[config.mk]
export PLATFORM = sky130hd
export DESIGN_NAME = framebuffer_fill_ctrl
export DESIGN_NICKNAME = d
export VERILOG_FILES = /design/src/rtl/framebuffer_pkg.sv /design/src/rtl/framebuffer_fill_ctrl.sv
export SDC_FILE = /design/constraint.sdc
export NUM_CORES = 1
export LEC_CHECK = 0
export ABC_AREA = 1
export CORE_ASPECT_RATIO = 0.5
export CORE_UTILIZATION = 52
export DETAILED_ROUTE_END_ITERATION = 6
export HOLD_SLACK_MARGIN = 0.08
export PLACE_DENSITY = 0.77
export SKIP_CTS_REPAIR_TIMING = 1
export SLEW_MARGIN = 10
export SYNTH_ARGS = -nofsm -noshare
export SYNTH_HDL_FRONTEND = slang
export SYNTH_SLANG_ARGS = --single-unit
[constraint.sdc]
create_clock -name write_clock -period 2.2 [get_ports write_clock]
set_input_delay 0.66 -clock write_clock [delete_from_list [all_inputs] [get_ports write_clock]]
set_output_delay 0.66 -clock write_clock [all_outputs]
set_load 0.01 [all_outputs]
[src/rtl/framebuffer_pkg.sv]
// Shared framebuffer geometry, FSM state encoding and address helpers.
// Contents: screen size, coordinate widths, fill FSM states, row-base and legality functions.
package framebuffer_pkg;

    localparam int H_RES    = 160;
    localparam int V_RES    = 120;
    localparam int FB_DEPTH = 19200;
    localparam int X_WIDTH  = 8;
    localparam int Y_WIDTH  = 7;
    localparam int FB_AW    = 15;

    typedef enum logic [1:0] {
        IDLE,
        FILL,
        DONE
    } fill_state_t;

    // y*160 built as y*128 + y*32 so no multiplier is inferred.
    function automatic logic [FB_AW-1:0] row_base(
        input logic [Y_WIDTH-1:0] y
    );
        logic [FB_AW-1:0] ye;
        ye = {{(FB_AW-Y_WIDTH){1'b0}}, y};
        return (ye << 7) + (ye << 5);
    endfunction

    function automatic logic cmd_legal(
        input logic [X_WIDTH-1:0] x0,
        input logic [Y_WIDTH-1:0] y0,
        input logic [X_WIDTH-1:0] x1,
        input logic [Y_WIDTH-1:0] y1
    );
        return (x0 <= x1) && (y0 <= y1) &&
               (x1 <= X_WIDTH'(H_RES - 1)) &&
               (y1 <= Y_WIDTH'(V_RES - 1));
    endfunction

endpackage

[src/rtl/framebuffer_fill_ctrl.sv]
// Rectangle fill engine: writes one pixel per cycle in raster order into the framebuffer.
// Ports: write_clock/reset_n, cmd_* handshake + rectangle, busy/done/err status, write_addr/data/we write port.
module framebuffer_fill_ctrl
    import framebuffer_pkg::*;
#(
    parameter int DATA_WIDTH = 1,
    parameter int ADDR_WIDTH = 15
) (
    input  logic                  write_clock,
    input  logic                  reset_n,
    input  logic                  cmd_valid,
    output logic                  cmd_ready,
    input  logic [X_WIDTH-1:0]    cmd_x0,
    input  logic [Y_WIDTH-1:0]    cmd_y0,
    input  logic [X_WIDTH-1:0]    cmd_x1,
    input  logic [Y_WIDTH-1:0]    cmd_y1,
    input  logic [DATA_WIDTH-1:0] cmd_data,
    output logic                  busy,
    output logic                  done,
    output logic                  err,
    output logic [ADDR_WIDTH-1:0] write_addr,
    output logic [DATA_WIDTH-1:0] data,
    output logic                  we
);

    localparam logic [FB_AW-1:0] ROW_STEP = FB_AW'(H_RES);

    fill_state_t            state;
    logic [X_WIDTH-1:0]     x0_q;
    logic [X_WIDTH-1:0]     x1_q;
    logic [Y_WIDTH-1:0]     y1_q;
    logic [X_WIDTH-1:0]     cur_x;
    logic [Y_WIDTH-1:0]     cur_y;
    logic [FB_AW-1:0]       row_q;
    logic [FB_AW-1:0]       addr_q;
    logic [DATA_WIDTH-1:0]  data_q;
    logic                   we_q;
    logic                   done_q;
    logic                   err_q;

    logic                   legal;
    logic                   last_px;
    logic                   row_end;
    logic [FB_AW-1:0]       first_row;
    logic [FB_AW-1:0]       next_row;

    assign legal     = cmd_legal(cmd_x0, cmd_y0, cmd_x1, cmd_y1);
    assign row_end   = (cur_x == x1_q);
    assign last_px   = row_end && (cur_y == y1_q);
    assign first_row = row_base(cmd_y0);
    assign next_row  = row_q + ROW_STEP;

    always_ff @(posedge write_clock or negedge reset_n) begin
        if (!reset_n) begin
            state  <= IDLE;
            x0_q   <= '0;
            x1_q   <= '0;
            y1_q   <= '0;
            cur_x  <= '0;
            cur_y  <= '0;
            row_q  <= '0;
            addr_q <= '0;
            data_q <= '0;
            we_q   <= 1'b0;
            done_q <= 1'b0;
            err_q  <= 1'b0;
        end else begin
            done_q <= 1'b0;
            err_q  <= 1'b0;
            unique case (state)
                IDLE: begin
                    if (cmd_valid) begin
                        if (legal) begin
                            x0_q   <= cmd_x0;
                            x1_q   <= cmd_x1;
                            y1_q   <= cmd_y1;
                            cur_x  <= cmd_x0;
                            cur_y  <= cmd_y0;
                            row_q  <= first_row;
                            addr_q <= first_row
                                    + FB_AW'(cmd_x0);
                            data_q <= cmd_data;
                            we_q   <= 1'b1;
                            state  <= FILL;
                        end else begin
                            err_q  <= 1'b1;
                        end
                    end
                end
                FILL: begin
                    if (last_px) begin
                        we_q   <= 1'b0;
                        done_q <= 1'b1;
                        state  <= DONE;
                    end else if (row_end) begin
                        // wrap to the next row: new base plus left column
                        cur_x  <= x0_q;
                        cur_y  <= cur_y + Y_WIDTH'(1);
                        row_q  <= next_row;
                        addr_q <= next_row + FB_AW'(x0_q);
                    end else begin
                        cur_x  <= cur_x + X_WIDTH'(1);
                        addr_q <= addr_q + FB_AW'(1);
                    end
                end
                DONE: begin
                    state <= IDLE;
                end
                default: begin
                    state <= IDLE;
                    we_q  <= 1'b0;
                end
            endcase
        end
    end

    assign cmd_ready  = (state == IDLE);
    assign busy       = (state != IDLE);
    assign done       = done_q;
    assign err        = err_q;
    assign we         = we_q;
    assign data       = data_q;
    assign write_addr = ADDR_WIDTH'(addr_q);

endmodule

==> qor.yml <==
drv_slew: 0
io_pins: 55
chipHeight_um: 73.5
min_period_over_period_pct: 102
stdcell_count: 1010
violations: "setup timing"
path_max_fanout: 4
clk_pin_slew_worst_paths_ns: 0.06
final_cell_mix: "nand2_1, inv_1, buf_4"
die_width_um: 145
path_cells: "ha_4, inv_2, nand2_2, nand2_2, ha_4, inv_4, o21bai_4, nor2_4, nand2_4, buf_6, xor2_1, o211ai_1, nand3_1, o21ai_1"
drt-wirelength-per-cell_um: 15.9
cp_data_arrival_time_ns: 2.50
grt_max_degree: 40
synthToLayoutAreaGrowth_pct: 39.3
finClkSkew_ns: 0.00777
num_antenna_cells: 0
ys_ff_latch: 69
cts_tree: "built"
fin_util_pct: 76.5
drtPass1Iterations: 5
drt_iter0_markers: 552
drt-total-wl_um: 16000
powerDensity_nw_per_um2: 725
clockBufferDepth: 2
grt_pass1_wl_um: 23100
final_common_cell: "nand2_1"
core_area_um2: 9700
dp.cells: 979
syn_area_um2: 5320
insertion_delay_ns: 0.33
vias: 5640
synth_top_area_share_pct: 32.4
worstPathRequired_ns: 2.45
maxCapViolCount: 0
die_area_um2: 10700
rows: 25
drive_gt1_share_pct: 26.3
place_ws_ns: -0.845
finalHoldViolations: 0
synth_edf_count: 0
startpoint_type: "register"
tns_ns: -0.0444
overflow: 0
htree_levels: 3
setup_viol: 1
path_delay_family: "simple AND/OR/NAND/NOR gates"
slowest_stage: "dfrtp_1"
synthCells: 743
place_hpwl_um: 10600
avgSynthCellArea_um2: 7.16
synthFlopType: "dfrtp_1"
leakagePower_nw: 3.74
critPathKind: "reg -> reg"
drc: 0
nets: 937
ys_seq_area_share_pct: 32.4
fin_crit_ns: 2.24
outcome: "finished with violations"
postSynth.asyncResetShare_pct: 100
synth.largest_area_cell: "dfrtp_1"
grt_antenna_before_repair: 0
finalWorstSetupSlack_ns: -0.0444
port_buffers: 54
synthesis.nets: 810
grt_util_all_layers_pct: 27.4
synth.area.top_cells: "dfrtp_1, nand2_1, ha_1"
rsz0062_at_grt: "true"
cts_buffers: 9
clock_sinks: 69
routabilityCongestion: 0.888
drt-vias-per-instance: 5.58
critPathMaxStageDelay_ns: 0.41
grt_pass1_vias: 4955
vdd_ir_drop_max_v: 0.000381
drtAntennaViolNets: 0
yosys_warnings: 0
start_util_pct: 54.9
cts_root_buffer: "clkbuf_16"
holdWs_ns: 0.251
worst-path-buf-inv: 3
min_path_type: "in -> async"
max_freq_mhz: 446
end_kind: "register"
synth_cell_types: 42
[where the power goes]
group          internal (mW)  switching (mW)  leakage, nW
combinational           1.02            1.17         2.76
clock                  0.789           0.566        0.134
sequential              1.51           0.321        0.853
[kinds of logic after synthesis]
family,Yosys count,share of synthesized area (%)
simple gates,336,27.2
compound gates,148,16.4
buf+inv,124,10.4
flops,69,32.4
fa+ha+maj,33,8.04
xor+xnor,32,5.41
other cells,1,0.0705
[layout make-up]
| class | count | area (um2) |
|---|---|---|
| Clock inverter | 6 | 38.8 |
| Tap cell | 135 | 169 |
| Multi-Input combinational cell | 551 | 3510 |
| Timing Repair Buffer | 137 | 1320 |
| Timing Repair inverter | 1 | 7.51 |
| Fill cell | 634 | 2280 |
| Inverter | 101 | 403 |
| Sequential cell | 69 | 1730 |
| Clock buffer | 10 | 239 |
[worst reg2reg max path, delay by kind of cell (launching register included)]
kind / cells / cell delay, ns
fa+ha+maj: 2 / 0.42
simple gates: 5 / 0.57
xor+xnor: 1 / 0.14
compound gates: 3 / 0.38
flops: 1 / 0.41
buf+inv: 3 / 0.25
[path summary, 6_finish.rpt]
check                           cells past startpoint  startpoint  slack [ns]       endpoint
max in group asynchronous                           2     reset_n        1.38        x0_q[5]
min in group write_clock                            2          we        0.47             we
worst max register to register                     14    row_q[5]       -0.04  write_addr[8]
worst min-delay path                                1     reset_n        0.25        y1_q[3]
worst max-delay path                               14    row_q[5]       -0.04  write_addr[8]
worst min register to register                      2          we        0.47             we
[layer usage]
metal  global-route usage (%)  wire, um
met5                        0         0
met4                     7.13       286
met3                     6.15      1460
met2                     44.9      7400
met1                     37.1      6900
[metrics by stage]
step	instance area, um2	total power, mW
after floorplan	5330	2.92
after detailed placement	6460	3.70
after global routing	7410	5.71
after global placement	6460	3.63
final	7410	5.37
after CTS	6740	5.05
[cells in the mapped netlist (all sizes together) (4+ instances only)]
cell	count
nand2	208
inv	100
o21ai	92
dfrtp	69
nor2	59
nand3	44
ha	31
a21oi	26
xor2	19
nand4	17
buf	16
o211ai	13
xnor2	13
clkbuf	7
a31oi	5
nor3	5
o21bai	4
[state kept, by name, summed over array words and instances, names as in the netlist]
register    cells
data            1
done            1
x0_q            8
row_q          10
we              1
state           2
cur_y           7
y1_q            7
cur_x           8
err             1
write_addr     15
x1_q            8
Power figures use the tool's default switching activity.
